## config.mk

```make
export PLATFORM = sky130hd
export DESIGN_NAME = game_sequencer
export DESIGN_NICKNAME = d
export VERILOG_FILES = /design/src/rtl/game_pkg.sv /design/src/rtl/game_sequencer_turn_timer.sv /design/src/rtl/game_sequencer.sv
export SDC_FILE = /design/constraint.sdc
export NUM_CORES = 1
export LEC_CHECK = 0
export BUFFER_PORTS_ARGS = -buffer_cell sky130_fd_sc_hd__buf_2
export CORE_MARGIN = 2
export CORE_UTILIZATION = 53
export CTS_CLUSTER_SIZE = 10
export DETAILED_ROUTE_END_ITERATION = 10
export PLACE_DENSITY = 0.78
export REMOVE_ABC_BUFFERS = 1
export SLEW_MARGIN = 25
export SYNTH_ARGS = -nofsm -noshare
export SYNTH_HDL_FRONTEND = slang
export SYNTH_SLANG_ARGS = --single-unit
```

## constraint.sdc

```tcl
create_clock -name clk -period 2.55 [get_ports clk]
set_clock_uncertainty 0.2 [all_clocks]
set_input_delay 0 -clock clk [delete_from_list [all_inputs] [get_ports clk]]
set_output_delay 0 -clock clk [all_outputs]
set_load 0.02 [all_outputs]
```

## src/rtl/game_pkg.sv

```systemverilog
// Shared encodings for the game sequencer: action codes, FSM phases and winner codes.
package game_pkg;

    typedef enum logic [2:0] {
        ACT_KICK  = 3'd0,
        ACT_PUNCH = 3'd1,
        ACT_SABR  = 3'd2,
        ACT_JUMP  = 3'd3,
        ACT_LEFT  = 3'd4,
        ACT_RIGHT = 3'd5
    } action_e;

    localparam logic [2:0] IDLE_ACT = 3'b110;

    localparam logic [2:0] PH_IDLE       = 3'd0;
    localparam logic [2:0] PH_ROUND_INIT = 3'd1;
    localparam logic [2:0] PH_COLLECT    = 3'd2;
    localparam logic [2:0] PH_STEP       = 3'd3;
    localparam logic [2:0] PH_RESOLVE    = 3'd4;
    localparam logic [2:0] PH_GAME_OVER  = 3'd5;

    typedef enum logic [1:0] {
        WIN_NONE = 2'b00,
        WIN_P1   = 2'b01,
        WIN_P2   = 2'b10,
        WIN_DRAW = 2'b11
    } winner_e;

    function automatic logic act_is_legal(input logic [2:0] code);
        return code <= ACT_RIGHT;
    endfunction

    function automatic logic [1:0] lives_dec(input logic [1:0] lives);
        return (lives == 2'd0) ? 2'd0 : lives - 2'd1;
    endfunction

endpackage

```

## src/rtl/game_sequencer_turn_timer.sv

```systemverilog
// turn_timer: loadable down-counter that measures one action-collection turn.
module turn_timer #(
    parameter logic [15:0] TURN_CYCLES = 16'd1000
) (
    input  logic clk,
    input  logic reset,
    input  logic load_i,
    input  logic dec_i,
    output logic zero_o
);

    logic [15:0] count_q;

    always_ff @(posedge clk) begin
        if (reset) begin
            count_q <= 16'd0;
        end else if (load_i) begin
            count_q <= TURN_CYCLES - 16'd1;
        end else if (dec_i && count_q != 16'd0) begin
            count_q <= count_q - 16'd1;
        end
    end

    assign zero_o = (count_q == 16'd0);

endmodule

```

## src/rtl/game_sequencer.sv

```systemverilog
// game_sequencer: turn-based two-player controller (collect actions, step, resolve lives).
// Optional macro GAME_SEQ_EARLY_STEP_EN ends a turn once both players have latched an action.
module game_sequencer
    import game_pkg::*;
#(
    parameter logic [15:0] TURN_CYCLES = 16'd1000,
    parameter logic [1:0]  LIVES_INIT  = 2'd3
) (
    input  logic       clk,
    input  logic       reset,
    input  logic       start,
    input  logic       act1_valid,
    input  logic       act2_valid,
    input  logic [2:0] act1,
    input  logic [2:0] act2,
    input  logic [3:0] pstate1,
    input  logic [3:0] pstate2,
    output logic       step,
    output logic [2:0] action1_out,
    output logic [2:0] action2_out,
    output logic       round_reset_n,
    output logic [1:0] lives1,
    output logic [1:0] lives2,
    output logic [1:0] winner,
    output logic       game_over,
    output logic [2:0] phase
);

    logic [2:0] state_q,  state_d;
    logic [1:0] lives1_q, lives1_d;
    logic [1:0] lives2_q, lives2_d;
    logic [1:0] winner_q, winner_d;
    logic [2:0] act1_q,   act1_d;
    logic [2:0] act2_q,   act2_d;
    logic       got1_q,   got1_d;
    logic       got2_q,   got2_d;
    logic       timer_load, timer_dec, timer_zero;
    logic       take1, take2;
    logic       unused_place;

    assign unused_place = ^{pstate1[3:2], pstate2[3:2]};

    turn_timer #(.TURN_CYCLES(TURN_CYCLES)) u_timer (
        .clk    (clk),
        .reset  (reset),
        .load_i (timer_load),
        .dec_i  (timer_dec),
        .zero_o (timer_zero)
    );

    assign take1 = act1_valid && act_is_legal(act1) && !got1_q;
    assign take2 = act2_valid && act_is_legal(act2) && !got2_q;

    always_comb begin
        // NOTE: every signal gets a default here so no path leaves it unassigned (no latches).
        state_d    = state_q;
        lives1_d   = lives1_q;
        lives2_d   = lives2_q;
        winner_d   = winner_q;
        act1_d     = act1_q;
        act2_d     = act2_q;
        got1_d     = got1_q;
        got2_d     = got2_q;
        timer_load = 1'b0;
        timer_dec  = 1'b0;

        case (state_q)
            PH_IDLE, PH_GAME_OVER: begin
                if (start) begin
                    state_d  = PH_ROUND_INIT;
                    lives1_d = LIVES_INIT;
                    lives2_d = LIVES_INIT;
                    winner_d = WIN_NONE;
                end
            end
            PH_ROUND_INIT: begin
                state_d    = PH_COLLECT;
                timer_load = 1'b1;
                act1_d     = IDLE_ACT;
                act2_d     = IDLE_ACT;
                got1_d     = 1'b0;
                got2_d     = 1'b0;
            end
            PH_COLLECT: begin
                timer_dec = 1'b1;
                if (take1) begin
                    act1_d = act1;
                    got1_d = 1'b1;
                end
                if (take2) begin
                    act2_d = act2;
                    got2_d = 1'b1;
                end
                if (timer_zero) begin
                    state_d = PH_STEP;
                end
`ifdef GAME_SEQ_EARLY_STEP_EN
                else if (got1_d && got2_d) begin
                    state_d = PH_STEP;
                end
`else
`endif
            end
            PH_STEP: begin
                state_d = PH_RESOLVE;
            end
            PH_RESOLVE: begin
                if (pstate1[1:0] == 2'd0) lives1_d = lives_dec(lives1_q);
                if (pstate2[1:0] == 2'd0) lives2_d = lives_dec(lives2_q);
                if (lives1_d == 2'd0 || lives2_d == 2'd0) begin
                    state_d  = PH_GAME_OVER;
                    // Bit 1 flags a P1 loss, bit 0 a P2 loss; both set is a draw.
                    winner_d = {lives1_d == 2'd0, lives2_d == 2'd0};
                end else if (pstate1[1:0] == 2'd0 || pstate2[1:0] == 2'd0) begin
                    state_d = PH_ROUND_INIT;
                end else begin
                    state_d    = PH_COLLECT;
                    timer_load = 1'b1;
                    act1_d     = IDLE_ACT;
                    act2_d     = IDLE_ACT;
                    got1_d     = 1'b0;
                    got2_d     = 1'b0;
                end
            end
            default: begin
                state_d = PH_IDLE;
            end
        endcase
    end

    // NOTE: sequential state uses non-blocking assignments so all registers update together.
    always_ff @(posedge clk) begin
        if (reset) begin
            state_q  <= PH_IDLE;
            lives1_q <= LIVES_INIT;
            lives2_q <= LIVES_INIT;
            winner_q <= WIN_NONE;
            act1_q   <= IDLE_ACT;
            act2_q   <= IDLE_ACT;
            got1_q   <= 1'b0;
            got2_q   <= 1'b0;
        end else begin
            state_q  <= state_d;
            lives1_q <= lives1_d;
            lives2_q <= lives2_d;
            winner_q <= winner_d;
            act1_q   <= act1_d;
            act2_q   <= act2_d;
            got1_q   <= got1_d;
            got2_q   <= got2_d;
        end
    end

    assign step          = (state_q == PH_STEP);
    assign round_reset_n = !(state_q == PH_IDLE || state_q == PH_ROUND_INIT);
    assign game_over     = (state_q == PH_GAME_OVER);
    assign action1_out   = act1_q;
    assign action2_out   = act2_q;
    assign lives1        = lives1_q;
    assign lives2        = lives2_q;
    assign winner        = winner_q;
    assign phase         = state_q;

endmodule

```

-- Word-level counts from Yosys, hierarchy flattened
Cells that the tools add are included.
- bits in read-only memories: 0
- word-level logic and storage cells: 92
- output and inout port bits: 18
- bits in writable memories: 0
- latch bits: 0
- memories: 0
- input port bits: 19
- flip-flop bits (word level): 33
- bitwise logic cells: 0
- reduce and logical (&&, ||, !) cells: 30
- divide/modulo/power cells: 0
- $mul: 0
- magnitude comparators: 2
- equality and inequality tests: 12
- multiplexer cells: 35
- shifts and indexed selects: 0
- add/subtract/negate cells: 3
- operators with widths (operator ; count):
    two-way mux 3 bit ; 7
    two-way mux 10 bit ; 2
    two-way mux 2 bit ; 10
    case mux 3 bit (3 select lines) ; 2
    logical NOT 16 bit ; 1
    nonzero test 16 bit ; 1
    subtractor 16 x 1 -> 16 bit, second input constant ; 1
    case mux 3 bit (5 select lines) ; 1
    inequality test 2 bit, second input constant ; 7
    logical NOT 2 bit ; 6
    case mux 2 bit (2 select lines) ; 3
    AND reduction 4 bit ; 2
    two-way mux 1 bit ; 7
    equality test 3 x 2 -> 1 bit, second input constant ; 2
    equality test 3 bit, second input constant ; 2
    <= comparator 3 bit, second input constant ; 2
    case mux 1 bit (3 select lines) ; 2
    logical AND 1 bit ; 5
    AND reduction 2 bit ; 2
    nonzero test 2 bit ; 2
    OR reduction 2 bit ; 2
    subtractor 2 x 1 -> 2 bit, second input constant ; 2
    equality test 3 x 1 -> 1 bit, second input constant ; 1
    logical NOT 1 bit ; 3
    other kinds (5) ; 7

-- Longest topological paths before layout
Gate-level depths: netlist of the first run.
- depth in word-level cells: 9
- gate-level depth with buffers: 7
- depth with buffers taken out: 6

-- Hierarchy
A second synthesis of the first run with hierarchy kept.
- cell total of the unflattened synthesis: 204
- area total of the unflattened synthesis: 1770.4 um2
- by module, submodules not included (module ; times used ; cells each ; area an instance (um2) ; sequential area each (um2)):
    turn_timer ; 1 ; 102 ; 885.8 ; 320.3
    game_sequencer ; 1 ; 102 ; 884.6 ; 340.3

-- Least setup slack after synthesis of the first run
Ideal clock, no wire load.
- path type: register to register
- from: register state_q[2] (netlist: phase[2])
- to: register u_timer.count_q[12]
- setup time: 115 ps
- data arrival time: 1821 ps
- buffers on the path: 1
- data required time: 2235 ps
- clock period less this slack: 2137 ps
- setup slack: 413 ps
- cell stages (with the launch flop): 6
- path through: dfxtp_1 or3b_2 o32a_1 clkbuf_1 nand2_1 o21ba_2
- word-level cells in the longest chain between the ends: 3
- elaborated cells on any way between the ends: 7
- those cells by class: eq/ne (3); mux (2); reduce/logical (2)
- RTL lines (element ; RTL line ; source):
    start: declaration ; game_sequencer.sv:29 ; logic [2:0] state_q, state_d;
    start signal: assignment ; game_sequencer.sv:143 ; state_q <= state_d;
    equality test 3 bit (tied with other cells) ; game_sequencer.sv:67 ; case (state_q)
    case mux 1 bit (2 select lines) / two-way mux 1 bit (equally long branches) ; game_sequencer.sv:67 ;
    OR reduction 2 bit (no source line) / logical AND 1 bit (equally long branches) ; n/a ;
    end signal: assignment ; game_sequencer_turn_timer.sv:18 ; count_q <= TURN_CYCLES - 16'd1;
    end signal: assignment ; game_sequencer_turn_timer.sv:20 ; count_q <= count_q - 16'd1;
    end: declaration ; game_sequencer_turn_timer.sv:12 ; logic [15:0] count_q;
Several ways; a longest one is shown, not always the timed one.
A chain may end at the register's enable or synchronous reset.

-- Worst setup path after layout of the first run
- from: input port pstate1[1]
- to: register lives1_q[0] (netlist: lives1[0])
- word-level cells in the longest chain between the ends: 4
- RTL lines (element ; RTL line ; source):
    start: declaration ; game_sequencer.sv:16 ; input logic [3:0] pstate1,
    logical NOT 2 bit ; game_sequencer.sv:108 ; if (pstate1[1:0] == 2'd0) lives1_d = lives_dec(lives1_q);
    two-way mux 2 bit ; game_sequencer.sv:108 ;
    two-way mux 2 bit ; game_sequencer.sv:67 ;
    case mux 2 bit (2 select lines) ; game_sequencer.sv:67 ;
    end signal: assignment ; game_sequencer.sv:144 ; lives1_q <= lives1_d;
    end: declaration ; game_sequencer.sv:30 ; logic [1:0] lives1_q, lives1_d;
No other way between the ends. The select of a mux whose other input is x is not followed.

==> results of run 1 <==
## sequential cells by signal, indices dropped and copies added (netlist names)
signal,count
u_timer.count_q,16
phase,3
got2_q,1
lives1,2
action2_out,3
lives2,2
winner,2
action1_out,3
got1_q,1
## power by group
part	switching, mW	total [mW]	internal (mW)	leakage (nW)
combinational	0.248	0.442	0.194	0.520
clock	0.182	0.341	0.160	0.0413
sequential	0.0533	0.612	0.559	0.269
total	0.483	1.39	0.912	0.830
## critical path, delay by kind of cell
| family | cells | cell delay (ps) |
|---|---|---|
| buffers and inverters | 4 | 1850 |
| AOI/OAI and AO/OA | 2 | 200 |
| and+or+nand+nor | 2 | 450 |
## timing repair
item | CTS | global route
endpoints found under the hold margin | 25 | 0
hold buffers | 20 | 0
resized for setup | 0 | 3
setup endpoints to repair | 0 | 2
## through the flow
stage	total power [mW]	std cells	hold WS, ps	setup WS (ps)	util
2_1_floorplan	0.899	188	-131	237	-
3_3_place_gp	1.01	268	22.7	363	0.621
3_5_place_dp	1.03	268	29.9	277	0.621
4_1_cts	1.39	296	205	128	0.710
5_1_grt	1.47	296	227	37.1	0.711
6_report	1.39	297	213	95.7	0.712
## worst paths after layout
path / startpoint / endpoint / slack, ps
worst max-delay path: pstate1[1] / lives1[0] / 100
worst min register to register: action2_out[0] / action2_out[0] / 270
worst min-delay path: act1[2] / action1_out[2] / 210
worst max register to register: phase[0] / winner[1] / 110
## per-layer routing
metal / wire (microns) / global-route usage / vias up
met1: 1830 / 0.279 / 822
met4: 149 / 0.175 / 0
met2: 2120 / 0.425 / 73
met3: 226 / 0.0563 / 20
li1: - / - / 860
met5: 0 / 0 / -
## area by class of cell
cell class	count	area (sq um)
Multi-Input combinational cell	145	936
Fill cell	233	873
Sequential cell	33	663
Timing Repair Buffer	56	390
Clock buffer	7	65.1
Tap cell	44	55.1
Inverter	10	37.5
Clock inverter	1	5.00
Antenna cell	1	2.50
## layout by cell type, fill, tap and decap left out, drive strengths merged, types with 9 or more instances in the layout
cell type,synthesis,routed
a21oi,12,12
buf,1,36
dfxtp,33,33
dlygate4sd3,0,20
inv,10,10
nand2,11,11
nor2,12,12
o21ai,9,9
o31ai,9,9
or3,9,9
## kinds of logic (layout without fill, tap and decap cells)
| group | after synthesis | count (layout) | share of synthesized area |
|---|---|---|---|
| AO/OA/AOI/OAI | 66 | 66 | 0.274 |
| adder cells (fa/ha/maj) | 2 | 2 | 0.0150 |
| buffers and inverters | 19 | 74 | 0.0435 |
| flip-flops | 33 | 33 | 0.396 |
| other | 0 | 1 | 0 |
| AND/OR/NAND/NOR | 77 | 77 | 0.272 |
==> impl_metrics.ini, run 1 <==
[place]
routabilityCongestion = 0.836
hpwl_mm = 2.82
io_buffers = 32
place_area_sq_um = 1880

[clock_network]
cts_tree = built
cts_made_buffers = 5
cts_setup_buffers = 0
cts-root-buf = clkbuf_4
clock_tree.buffer_depth = 2
cts.sinks = 33
path_clk_slew_ps = 110
cts_htree_levels = 2
clk_latency_ps = 350

[routing]
drc = 0
ant_nets = 0
wire_per_inst_microns = 14.6
routed_wl_mm = 4.32
firstDrtPassIters = 4
drt_iter0_drc = 126
vias = 1775
drt-vias-per-instance = 5.98

[critical_path]
slowest_stage = dlygate4sd3_1
cp-end-kind = flop
cp_max_fo = 3
path_class = input port to flop
required_ps = 2590
cpMostUsedCell = dlygate4sd3_1
cp_cell_sequence = dlygate4sd3_1 > buf_2 > or2_2 > dlygate4sd3_1 > o21ai_0 > and3_1 > o41ai_1 > dlygate4sd3_1
arrival_ps = 2500
start_kind = input port
r2r_cells = 5
critPathMaxStageDelay_ps = 600

[grt]
grtUsageTotal = 0.252
grt_pass1_vias = 1613
globalRoute.totalOverflow = 0
grt_max_degree = 15
antenna_found_initial = 0
grt_pass1_wl_mm = 6.82

[sta]
finalSetupViolations = 0
finalMaxSlewViolations = 0
final_hold_viol_count = 0
period_share = 0.962
fmax_mhz = 407
rsz0062_at_grt = false
setup-tns-final_ps = 0
slew-limit-headroom = 0.555
worst_pin_slew_ps = 662
timing.final.crit_period_ps = 2450

[yosys]
syn_inst = 197
yosys_warnings = 0
synth-async-reset-ratio = 0
yosysTopAreaCell = dfxtp_1
ys_ff_latch = 33
syn-cell-area_sq_um = 1670
synth_most_common_cell = dfxtp_1
synthTopCellsByCount = dfxtp_1 (33), a21oi_1 (12), nor2_1 (12), nand2_1 (11), inv_1 (10)
synth-edff-count = 0
ys_seq_area_frac = 0.396
avgSynthCellArea_sq_um = 8.47
synthDistinctLibCells = 44
synth.top_cell.area_share = 0.396
ys_top_cells_by_area = dfxtp_1 (40%), o31ai_1 (4.0%), a21oi_1 (3.6%)
ys.flop_type = dfxtp_1

[pwr]
cellPowerDensity_nw_per_um2 = 647
p_leak_nw = 0.830
irDropWorstVdd_mv = 0.396

[floorplanning]
start_util = 0.551
die_h_microns = 60.1
dieArea_sq_um = 3610
die_x_microns = 60.1
top_level_ports = 37
core_area_sq_um = 3030
rows = 20

[final_layout]
final_design_area_no_fill_sq_um = 2150
synthToLayoutAreaGrowth_pct = 29.1
drive_gt1_frac = 0.242
finalNetCount = 272

[worst_hold_path]
hp-class = input port to flop
hold_depth = 3

[outcome]
status = finished clean

[run]
maxCapViolations = 0
Power figures use the tool's default switching activity.
==> run 2: changes to the inputs <==
Settings changed: CORE_UTILIZATION 53 to 54, PLACE_DENSITY 0.78 to 0.79, SYNTH_HIERARCHICAL from default to 1.
==> run 2 against run 1 <==
  * Sequential share of layout area shrank 2.1 points
  * Maximum frequency grew 1.5%
  * Die area grew 3.8%
  * Wire length grew 7.5%
  * Non-clock buffer count grew 10
  * Largest power group unchanged
==> impl_metrics.ini, run 2 <==
[yosys]
synth.area.mux_share = 0.00565
synthXorXnorAreaFrac = 0.00495
synth-adder-area-share = 0.0141
synth_top_family_by_area = simple AND/OR/NAND/NOR gates
synth.top_cell.area_share = 0.373
syn_inst = 204
ys_ff_latch = 33
avgSynthCellArea_sq_um = 8.68
synth_compound_area_frac = 0.232
synth-simple-area-share = 0.309
synth-async-reset-ratio = 0
synthDistinctLibCells = 52
synth_most_common_cell = dfxtp_1
syn-cell-area_sq_um = 1770
yosys_warnings = 6
ys_top_cells_by_area = dfxtp_1 (37%), a21oi_1 (4.0%), or4_1 (3.8%)
synthTopCellsByCount = dfxtp_1 (33), nor2_1 (15), a21oi_1 (14), inv_1 (14), nand2_1 (13)
ys_seq_area_frac = 0.373
ys.flop_type = dfxtp_1
yosysTopAreaCell = dfxtp_1
synth-edff-count = 0

[worst_hold_path]
hp-class = flop to flop

[sta]
slew-limit-headroom = 0.667
rsz0062_at_grt = false
final_hold_viol_count = 0
finalMaxSlewViolations = 0
period_share = 0.948
finalSetupViolations = 0
timing.final.crit_period_ps = 2420
worst_pin_slew_ps = 498
fmax_mhz = 414
whs_ps = 266

[final_layout]
layout_commonest_cell = dfxtp_1
synthToLayoutAreaGrowth_pct = 30.0
most-common-layout-cells = dfxtp_1 (33), buf_2 (32), dlygate4sd3_1 (23)
fin_util = 0.748
diodes = 0
largest_reg_flops = 16
fillCellCount = 219
drive_gt1_frac = 0.275
largest_register = u_timer/count_q
finalNetCount = 289

[pwr]
p_leak_nw = 0.894
total_power_mw = 1.49
irDropWorstVdd_mv = 0.378
cellPowerDensity_nw_per_um2 = 648

[critical_path]
path_buf_inv = 2
cp_max_fo = 11
cp_cell_sequence = buf_4 > or3b_4 > nor4_4 > a2111o_1 > o22ai_1 > dlygate4sd3_1
required_ps = 2590
cp-end-kind = flop
critPathMaxStageDelay_ps = 570
path_class = flop to flop
start_kind = flop
slowest_stage = dlygate4sd3_1
critPathTopFamily = buffers and inverters
arrival_ps = 2460

[floorplanning]
dieArea_sq_um = 3750
start_util = 0.575
die_h_microns = 61.3
top_level_ports = 37
die_x_microns = 61.3
core_area_sq_um = 3080
rows = 20

[clock_network]
cts_htree_levels = 2
cts.sinks = 33
clock_tree.buffer_depth = 2
cts_setup_buffers = 0
cts-root-buf = clkbuf_4
cts_tree = built
clk_latency_ps = 350
path_clk_slew_ps = 100
cts_made_buffers = 5

[grt]
grt_pass1_vias = 1691
grtUsageTotal = 0.280
grt_pass1_wl_mm = 7.64
antenna_found_initial = 0
grt_max_degree = 25
globalRoute.totalOverflow = 0

[place]
io_buffers = 32
hpwl_mm = 2.71
routabilityCongestion = 0.855

[outcome]
status = finished clean

[run]
maxCapViolations = 0

[routing]
vias = 1826
routed_wl_mm = 4.65
ant_nets = 0
firstDrtPassIters = 4
drt_iter0_drc = 142
drc = 0
drt-vias-per-instance = 5.83
wire_per_inst_microns = 14.9
-- run 2: cell count changes in the layout (fill, tap and decap cells not counted), sizes merged, moves of 3 or more --
cell and change:
buf +7, inv +4, nand3 -4, a21oi +3
dlygate4sd3 +3, nand4 -3, nor2 +3, o21ai -3
or2 +3, or4 +3
-- run 2: final cells by class --
cell class / count / area, sq um / share of cell area
multi-input cells: 148 / 1010 / 0.438
flip-flops and latches: 33 / 661 / 0.287
repair buffers: 66 / 473 / 0.206
well taps: 44 / 55.1 / 0.0239
inverters: 14 / 52.6 / 0.0228
clock buffers: 6 / 41.3 / 0.0179
clock inverters: 2 / 10.0 / 0.00435
-- run 2: per-layer routing --
metal  GRT usage  part of all wire  wire length [microns]
met1       0.320              0.40                   1880
met2       0.479              0.51                   2370
met3      0.0651             0.049                    227
met4       0.158             0.037                    173
met5           0                 0                      0
-- run 2: final timing paths --
path	endpoint	start	slack, ps	cells after the start
setup / recovery	action1_out[0]	phase[0]	130	6
hold / removal	winner[1]	winner[1]	270	2
setup reg to reg	action1_out[0]	phase[0]	130	6
hold reg to reg	winner[1]	winner[1]	270	2
-- run 2: power breakdown --
part	leakage (nW)	internal [mW]	switching, mW
Sequential	0.268	0.566	0.0492
Combinational	0.593	0.269	0.320
Clock	0.0320	0.105	0.181
-- run 2: repair_timing --
item,4_1_cts,5_1_grt
resized for setup,0,3
endpoints found under the setup margin,0,8
hold buffers,23,0
hold endpoints to repair,32,0
-- run 2: cells by family after synthesis --
group | count (synthesis)
xor+xnor | 1
flops | 33
buf+inv | 23
fa+ha+maj | 2
simple gates | 85
mux | 1
compound gates | 59
-- run 2: tightest hold or removal path: stages, from the launching register on --
cell and delay [ps]:
dfxtp_1 320, nand2_1 50, o22ai_1 50
-- run 2: through the flow --
step / cell area, sq um / setup TNS [ps] / setup WS (ps) / cells
5_1_grt: 2300 / 0 / 59.8 / 313
6_report: 2300 / 0 / 132 / 313
3_3_place_gp: 2010 / 0 / 112 / 282
2_1_floorplan: 1710 / -989 / -246 / 195
3_5_place_dp: 2010 / 0 / 72.5 / 282
4_1_cts: 2290 / 0 / 42.9 / 313
